<file path="src/rtl/cordic_pkg.sv">
// Shared constants for the 14-bit rotation-mode CORDIC.
// Internal datapath is 18-bit signed with 4 fractional guard bits.
package cordic_pkg;

    localparam int ITER  = 14;
    localparam int IW    = 18;
    localparam int GUARD = 4;
    localparam int OW    = 14;

    typedef logic signed [IW-1:0] cdata_t;

    // round(8191 * K) = 4974, scaled into guard-bit units
    localparam cdata_t X0 = cdata_t'(4974 <<< GUARD);

    // round(atan(2^-i) * 8192/pi * 16)
    localparam cdata_t ATAN [0:ITER-1] = '{
        18'sd32768, 18'sd19344, 18'sd10221, 18'sd5188,
        18'sd2604,  18'sd1303,  18'sd652,   18'sd326,
        18'sd163,   18'sd81,    18'sd41,    18'sd20,
        18'sd10,    18'sd5
    };

    localparam logic signed [OW-1:0] ANG_MAX = 14'sd4096;
    localparam logic signed [OW-1:0] ANG_MIN = -14'sd4096;

    localparam logic signed [IW:0] SAT_HI  = (IW+1)'(8191);
    localparam logic signed [IW:0] SAT_LO  = (IW+1)'(-8191);
    localparam logic signed [IW:0] RND_POS = (IW+1)'(8);
    localparam logic signed [IW:0] RND_NEG = (IW+1)'(7);

    // Round half away from zero to integer LSB, then clip to +/-8191.
    // One extra bit keeps the rounding add from wrapping near full scale.
    function automatic logic signed [OW-1:0] round_sat(input cdata_t v);
        logic signed [IW:0] w;
        w = {v[IW-1], v};
        if (v[IW-1]) begin
            w = w + RND_NEG;
        end else begin
            w = w + RND_POS;
        end
        w = w >>> GUARD;
        if (w > SAT_HI) begin
            w = SAT_HI;
        end else if (w < SAT_LO) begin
            w = SAT_LO;
        end
        return w[OW-1:0];
    endfunction

endpackage

</file>
<file path="src/rtl/cordic_stage.sv">
// One CORDIC micro-rotation with its x/y/z pipeline registers.
// Direction follows the sign of the residual angle z.
module cordic_stage
    import cordic_pkg::*;
#(
    parameter int I = 0
) (
    input  logic   clk,
    input  logic   reset,
    input  cdata_t x_i,
    input  cdata_t y_i,
    input  cdata_t z_i,
    output cdata_t x_o,
    output cdata_t y_o,
    output cdata_t z_o
);

    cdata_t x_d, y_d, z_d;
    cdata_t x_q, y_q, z_q;

    // Rotate toward z = 0 by +/- atan(2^-I)
    always_comb begin
        x_d = x_i;
        y_d = y_i;
        z_d = z_i;
        if (z_i[IW-1]) begin
            x_d = x_i + (y_i >>> I);
            y_d = y_i - (x_i >>> I);
            z_d = z_i + ATAN[I];
        end else begin
            x_d = x_i - (y_i >>> I);
            y_d = y_i + (x_i >>> I);
            z_d = z_i - ATAN[I];
        end
    end

    // Stage registers, cleared asynchronously so reset drops in-flight data
    always_ff @(posedge clk or negedge reset) begin
        if (!reset) begin
            x_q <= '0;
            y_q <= '0;
            z_q <= '0;
        end else begin
            x_q <= x_d;
            y_q <= y_d;
            z_q <= z_d;
        end
    end

    assign x_o = x_q;
    assign y_o = y_q;
    assign z_o = z_q;

endmodule

</file>
<file path="src/rtl/cordic_algo_14bit.sv">
// Fully pipelined CORDIC: phase in +/-pi/2 to sine/cosine, 14 stages.
// Clamps the phase, injects the K-prescaled x0, rounds/saturates outputs.
module cordic_algo_14bit
    import cordic_pkg::*;
#(
    parameter int ITER = 14,
    parameter int W    = 14
) (
    input  logic                clk,
    input  logic                reset,
    input  logic signed [W-1:0] angle,
    output logic signed [W-1:0] sin_out,
    output logic signed [W-1:0] cos_out
);

    logic signed [W-1:0] ang_c;
    cdata_t xs [0:ITER];
    cdata_t ys [0:ITER];
    cdata_t zs [0:ITER];

    // Clamp the phase to the folded range and move it into guard-bit units
    always_comb begin
        ang_c = angle;
        if (angle > ANG_MAX) begin
            ang_c = ANG_MAX;
        end else if (angle < ANG_MIN) begin
            ang_c = ANG_MIN;
        end
        xs[0] = X0;
        ys[0] = '0;
        zs[0] = IW'(ang_c) <<< GUARD;
    end

    for (genvar g = 0; g < ITER; g++) begin : g_stage
        cordic_stage #(
            .I(g)
        ) u_stage (
            .clk   (clk),
            .reset (reset),
            .x_i   (xs[g]),
            .y_i   (ys[g]),
            .z_i   (zs[g]),
            .x_o   (xs[g+1]),
            .y_o   (ys[g+1]),
            .z_o   (zs[g+1])
        );
    end

    // Final rounding and symmetric saturation from the last stage registers
    always_comb begin
        cos_out = round_sat(xs[ITER]);
        sin_out = round_sat(ys[ITER]);
    end

endmodule

</file>
<file path="config.mk">
export PLATFORM = sky130hd
export DESIGN_NAME = cordic_algo_14bit
export DESIGN_NICKNAME = d
export VERILOG_FILES = /design/src/rtl/cordic_pkg.sv /design/src/rtl/cordic_stage.sv /design/src/rtl/cordic_algo_14bit.sv
export SDC_FILE = /design/constraint.sdc
export NUM_CORES = 2
export LEC_CHECK = 0
export ABC_AREA = 1
export CORE_UTILIZATION = 49
export CTS_CLUSTER_DIAMETER = 40
export DETAILED_ROUTE_END_ITERATION = 8
export DONT_BUFFER_PORTS = 1
export PLACE_DENSITY = 0.66
export SLEW_MARGIN = 10
export SYNTH_ARGS = -nofsm -noshare
export SYNTH_HDL_FRONTEND = slang
export SYNTH_SLANG_ARGS = --single-unit
</file>
<file path="constraint.sdc">
create_clock -name clk -period 5.2 [get_ports clk]
set_clock_uncertainty 0.15 [all_clocks]
set_input_delay 0.52 -clock clk [delete_from_list [all_inputs] [get_ports clk]]
set_output_delay 0.52 -clock clk [all_outputs]
set_load 0.05 [all_outputs]
</file>
Yosys cells after proc, flatten, opt, wreduce, memory -nomap -nowiden

Cells that the tools add are included.

Bits in registers: 721
Bits in read-only memories: 0
Memories: 0
Logic and storage cells: 177
Output and inout port bits: 28
Latch bits: 0
Memory bits (writable): 0
Input port bits: 16

$add $sub $neg: 82
$mul: 0
Eq/ne operators: 0
Magnitude comparators: 6
Muxes and demuxes: 48
Shift-type cells: 0
Reduce and logical (&&, ||, !) cells: 0
Divide/modulo/power cells: 0
Bitwise gates (word level): 0

Operators by type and width:

| cell                                          | number |
|---|---|
| 2-to-1 mux 18 bit                             | 40 |
| 2-to-1 mux 14 bit                             | 6 |
| adder 18 x 4 -> 19 bit, second input constant | 2 |
| adder 18 x 5 -> 19 bit, second input constant | 2 |
| 2-to-1 mux 19 bit                             | 2 |
| adder 18 x 10 -> 18 bit                       | 2 |
| adder 18 x 11 -> 18 bit                       | 2 |
| adder 18 x 12 -> 18 bit                       | 2 |
| adder 18 x 13 -> 18 bit                       | 2 |
| adder 18 x 14 -> 18 bit                       | 2 |
| adder 18 x 15 -> 18 bit                       | 2 |
| adder 18 x 16 -> 18 bit                       | 2 |
| adder 18 x 17 -> 18 bit                       | 2 |
| adder 18 x 5 -> 18 bit                        | 2 |
| adder 18 x 6 -> 18 bit                        | 2 |
| adder 18 x 7 -> 18 bit                        | 2 |
| adder 18 x 8 -> 18 bit                        | 2 |
| adder 18 x 9 -> 18 bit                        | 2 |
| subtractor 18 x 10 -> 18 bit                  | 2 |
| subtractor 18 x 11 -> 18 bit                  | 2 |
| subtractor 18 x 12 -> 18 bit                  | 2 |
| subtractor 18 x 13 -> 18 bit                  | 2 |
| subtractor 18 x 14 -> 18 bit                  | 2 |
| subtractor 18 x 15 -> 18 bit                  | 2 |
| other kinds (37)                              | 46 |

Longest topological paths before layout

Depth in word-level cells: 5
Depth in mapped cells: 19
Mapped depth without buffers: 19

Modules after synthesis

From an unflattened synthesis, not the netlist that was laid out.

Cell total of the unflattened synthesis: 9732
Area total of the unflattened synthesis: 68011.5 um^2

Modules (own cells, without submodules):

| module                              | cells each | sequential area each (um^2) | area each (um^2) | instances |
|---|---|---|---|---|
| cordic_stage at g_stage[2].u_stage  | 688        | 1351.3                      | 4952.2           | 1 |
| cordic_stage at g_stage[3].u_stage  | 711        | 1351.3                      | 4863.4           | 1 |
| cordic_stage at g_stage[5].u_stage  | 672        | 1351.3                      | 4835.9           | 1 |
| cordic_stage at g_stage[4].u_stage  | 665        | 1351.3                      | 4757.1           | 1 |
| cordic_stage at g_stage[7].u_stage  | 667        | 1351.3                      | 4749.6           | 1 |
| cordic_stage at g_stage[13].u_stage | 684        | 1351.3                      | 4732.0           | 1 |
| cordic_stage at g_stage[8].u_stage  | 670        | 1351.3                      | 4727.0           | 1 |
| cordic_stage at g_stage[6].u_stage  | 656        | 1351.3                      | 4718.3           | 1 |
| cordic_stage at g_stage[1].u_stage  | 662        | 1351.3                      | 4713.3           | 1 |
| cordic_stage at g_stage[9].u_stage  | 642        | 1351.3                      | 4693.3           | 1 |
| cordic_stage at g_stage[10].u_stage | 671        | 1351.3                      | 4689.5           | 1 |
| cordic_stage at g_stage[0].u_stage  | 682        | 1326.3                      | 4688.2           | 1 |
| cordic_stage at g_stage[12].u_stage | 667        | 1351.3                      | 4668.2           | 1 |
| cordic_stage at g_stage[11].u_stage | 648        | 1351.3                      | 4554.4           | 1 |
| cordic_algo_14bit                   | 347        | 0.0                         | 1669.1           | 1 |

Least setup slack after synthesis

Ideal clock, no wire load.

Path type: reg-to-reg
Start point: reg g_stage[8].u_stage.z_q[17]
End point: reg g_stage[9].u_stage.x_q[10]
Setup time: 0.125 ns
Arrival: 2.892 ns
Stages on the path, launching flop included: 14
Data required time: 4.925 ns
Path slack: 2.033 ns
Buffers on the path: 2
Period minus slack after synthesis: 3.167 ns
Path through: dfrtp_1 > inv_1 > clkbuf_1 > clkbuf_1 > o21ai_0 > fa_1 > nand2_1 > nand2_1 > o21ai_0 > o21a_1 > o21ai_2 > nand3_1 > nand2_1 > xor2_1

Word-level cells in the longest chain between the ends: 1

Ends and longest elaborated chain:

| item                                 | RTL line           | RTL |
|---|---|---|
| start: declaration                   | cordic_stage.sv:19 | `cdata_t x_q, y_q, z_q;` |
| start signal: assignment             | cordic_stage.sv:46 | `z_q <= z_d;` |
| 2-to-1 mux 18 bit                    | cordic_stage.sv:26 | `if (z_i[IW-1]) begin` |
| named net g_stage[9].u_stage.x_d[10] | cordic_stage.sv:18 | `cdata_t x_d, y_d, z_d;` |
| end signal: assignment               | cordic_stage.sv:40 | `x_q <= '0;` |
| end signal: assignment               | cordic_stage.sv:44 | `x_q <= x_d;` |
| end: declaration                     | cordic_stage.sv:19 |  |

The timed path passes the listed nets, and every way through them passes these cells.

Worst setup path after layout

Start point: reg g_stage[13].u_stage.x_q[3]
End point: out cos_out[5]

Word-level cells in the longest chain between the ends: 5
Elaborated cells between the ends (all ways): 7
Classes of those cells: 2 x add/sub; 2 x order compare; 3 x mux

Ends and longest elaborated chain:

| item                                                             | RTL line                           | RTL |
|---|---|---|
| start: declaration                                               | cordic_stage.sv:19                 |  |
| start signal: assignment                                         | cordic_stage.sv:40                 |  |
| start signal: assignment                                         | cordic_stage.sv:44                 |  |
| adder 18 x 5 -> 19 bit or adder 18 x 4 -> 19 bit (tied branches) | cordic_pkg.sv:39, cordic_pkg.sv:37 |  |
| 2-to-1 mux 19 bit *                                              | cordic_pkg.sv:36                   | `if (v[IW-1]) begin` |
| < comparator 15 x 14 -> 1 bit                                    | cordic_pkg.sv:44                   | `end else if (w < SAT_LO) begin` |
| 2-to-1 mux 14 bit                                                | cordic_pkg.sv:44                   |  |
| 2-to-1 mux 14 bit *                                              | cordic_pkg.sv:42                   | `if (w > SAT_HI) begin` |
| end: declaration                                                 | cordic_algo_14bit.sv:13            | `output logic signed [W-1:0] cos_out` |

Every way passes the cells marked *; elsewhere a longest branch is shown, timed or not.

==> results by group <==
Die
  – Die Span Y: 326 um
  – DIE WIDTH: roughly 330 um
  – Initial Util: 49.6%
  – Ports: 44
  – Number of core rows: 118
  – Core Area: around 100000 um^2
  – DIE AREA: roughly 110000 um^2

Synth
  – Largest area contributor in the netlist: dfrtp_1
  – Top area cells in the synthesized netlist: dfrtp_1 32%, ha_1 16%, nand2_1 9.3%
  – Number of synthesized flops with an enable pin: 0
  – Synth unique cells: 63
  – Ys flop type: dfrtp_1
  – Sequential share of the synthesized area: 32.0%
  – Mapped Cells: 6438
  – Synth top area share: 32.0%
  – Mapped cell area: ~52000 um^2
  – Count leader, synth: nand2_1
  – Syn nets: ~7100
  – Post-synth ARST share: 100%
  – Synth warn: 0
  – Mapped Avg Cell Area: 8.01 um^2
  – Top post-synthesis cells by count: 1271 x nand2_1, 659 x dfrtp_1, 657 x inv_1, 644 x ha_1, 604 x a21oi_1
  – Post-synthesis register bit count: 659

STA
  – Fin Setup TNS: 0 ns
  – Worst slew pin tran: between 1.5 and 2 ns
  – Setup-failing EPs final: 0
  – Final Hold Vio Count: 659
  – Pins Over Slew Limit: between 400 and 500
  – Unrepaired setup endpoints after global routing: false
  – Max_slew headroom: -17.3%
  – Hold Slack: -0.606 ns
  – Fmax: about 260 MHz
  – Minimum clock period: 3.84 ns
  – Final critical-path share of the clock period: 73.8%

Clock network
  – H-tree level count: 3
  – Num Clock Sinks: around 660
  – Worst-skew pair later-pin latency: 0.72 ns
  – Post-CTS setup buffers: 0
  – Clock Path Buffers: 3
  – CTS Buf Count: 110
  – Post-CTS sizing: 0
  – Clock transition at the registers of the reported paths: 0.05 ns
  – Cts-stage hold buffer count: 26
  – CTS tree: built
  – Clock root cell: clkbuf_16

Final layout
  – Storage element area: between 15000 and 20000 um^2
  – Net count, final: 7238
  – Fin area: about 57000 um^2
  – Area growth, synth to finish: 11.3%
  – Fill cells: 9675
  – ANT cells: 0
  – Final core occ: 55.2%
  – Post-Layout Cell Count: 8022
  – Share of cells above drive strength 1: 4.34%
  – Multi-input gate area: ~32000 um^2

Route
  – DR vias/cell: 5.38
  – Routed len/inst: 16.1 um
  – Final WL: between 100 and 150 mm
  – Antenna viol nets, final: 0
  – Drt first pass iters: 6
  – DR iter-0 viols: roughly 2700
  – Routed via count: 43100
  – DRC: 0

Setup path
  – Crit path capture type: primary output
  – CP max FO: 13
  – Crit-path cells: ha_1 -> nand2_2 -> nor2_4 -> nand2_4 -> nor2_2 -> nand2_1 -> nand2_1 -> nand2_1 -> o21ai_0 -> nand3_1
  – Type of origin of the critical path: flop
  – WP data required: 4.53 ns
  – CP most frequent cell: nand2_1
  – Worst Setup Path Type: reg2out
  – Cell at the slowest stage of the critical path: nand3_1
  – Critical path arrival: 3.17 ns
  – Slowest cell delay on critical path: 0.74 ns

Outcome
  – Status: finished, violations left
  – Failing checks: negative hold slack, max-slew violations

Global route
  – Largest net degree at the start of global routing: 660
  – First-pass GRT wire length: between 200 and 250 mm
  – GRT Overall Usage: between 20% and 30%
  – Grt ovf: 0
  – Vias in the first global route: 42500
  – Antenna violations before repair: 0

Placed design
  – Post-DP HPWL: 103 mm
  – Number of port buffers: 0
  – RePlAce Congestion: 0.962
  – Placed cell count: between 7000 and 8000
  – Area after DPL: 53200 um^2

Job
  – Max Cap Viol: 0

Hold path
  – HP Class: in2async
-- critical path: cells and delay by family (launching register included) --
| kind | cells | cell delay [ns] |
|---|---|---|
| and+or+nand+nor | 8 | 1.41 |
| AOI/OAI and AO/OA | 1 | 0.43 |
| DFF | 1 | 0.41 |
| adders and majority gates | 1 | 0.23 |
-- final cells by class --
type | count | area share (%)
clock buffer | 128 | 5.12
tap | 1380 | 3.01
inverter | 662 | 4.33
sequential | 659 | 28.7
clock inverter | 82 | 1.76
multi-input combinational | 5072 | 56.4
timing repair buffer | 39 | 0.624
-- per-stage QoR --
step                      hold WS (ns)  setup WS [ns]
after floorplan                 0.0744           2.03
after global placement           0.130           1.48
after detailed placement         0.131           1.37
after CTS                       -0.612           1.31
after global routing            -0.633           1.10
final                           -0.606           1.36
-- cells in the final DEF (no fill, tap or decap), types with 9 or more instances in the layout --
master | Yosys | routed
clkinv_4 | 0 | 12
fa_1 | 34 | 34
nor3_1 | 72 | 72
a21oi_1 | 604 | 604
or2_2 | 9 | 9
a31oi_1 | 61 | 61
inv_6 | 0 | 19
o21ai_0 | 397 | 397
nand4_1 | 57 | 57
o211ai_1 | 24 | 24
o21ai_1 | 40 | 40
a21o_1 | 70 | 70
nand2_1 | 1271 | 1271
o21bai_1 | 29 | 29
buf_4 | 1 | 13
bufinv_16 | 0 | 9
dlygate4sd3_1 | 0 | 26
o21ai_2 | 21 | 21
nand3_1 | 237 | 237
xnor2_1 | 212 | 212
nor2_1 | 551 | 551
ha_1 | 644 | 644
nor4_1 | 15 | 15
clkbuf_8 | 0 | 12
inv_8 | 0 | 14
o31ai_1 | 36 | 36
xor2_1 | 531 | 531
o21a_1 | 31 | 31
inv_1 | 657 | 657
dfrtp_1 | 659 | 659
nand3b_1 | 18 | 18
clkinv_2 | 0 | 13
clkbuf_16 | 0 | 110
-- state kept, by name, summed over array words and instances (netlist names) --
register / flops
g_stage.u_stage.z_o: 206
g_stage.u_stage.x_o: 226
g_stage.u_stage.y_o: 227
-- layer usage --
metal | global-route usage (%) | routed length (um) | vias up
met4 | 7.75 | 3550 | 0
met2 | 41.1 | 60300 | 928
li1 | - | - | 21800
met3 | 2.93 | 5520 | 217
met5 | 0 | 0 | -
met1 | 32.3 | 59500 | 20200
-- kinds of logic after synthesis --
kind of cell             count (synthesis)  share of synthesized area [%]
AND/OR/NAND/NOR                       2280                           18.3
multiplexers                             2                         0.0437
flip-flops                             659                           32.0
AO/OA/AOI/OAI                         1367                           14.9
other                                    1                        0.00728
adder cells (fa/ha/maj)                678                           17.0
buffers and inverters                  707                           5.19
XOR/XNOR                               744                           12.7
-- final timing paths --
path | to | from | cells after the start | slack, ns
min | g_stage[5].u_stage.x_o[16] | reset | 0 | -0.61
min reg2reg | g_stage[6].u_stage.z_o[1] | g_stage[5].u_stage.z_o[1] | 0 | 0.20
max reg2reg | g_stage[2].u_stage.x_o[15] | g_stage[1].u_stage.z_o[17] | 13 | 1.42
min in group clk | g_stage[6].u_stage.z_o[1] | g_stage[5].u_stage.z_o[1] | 0 | 0.20
max | cos_out[5] | g_stage[13].u_stage.x_o[3] | 10 | 1.36
max in group asynchronous | g_stage[0].u_stage.z_o[15] | reset | 0 | 4.15
Power is not shown: default switching activity piles up to over one toggle a cycle in this logic, so the estimate is an artifact.
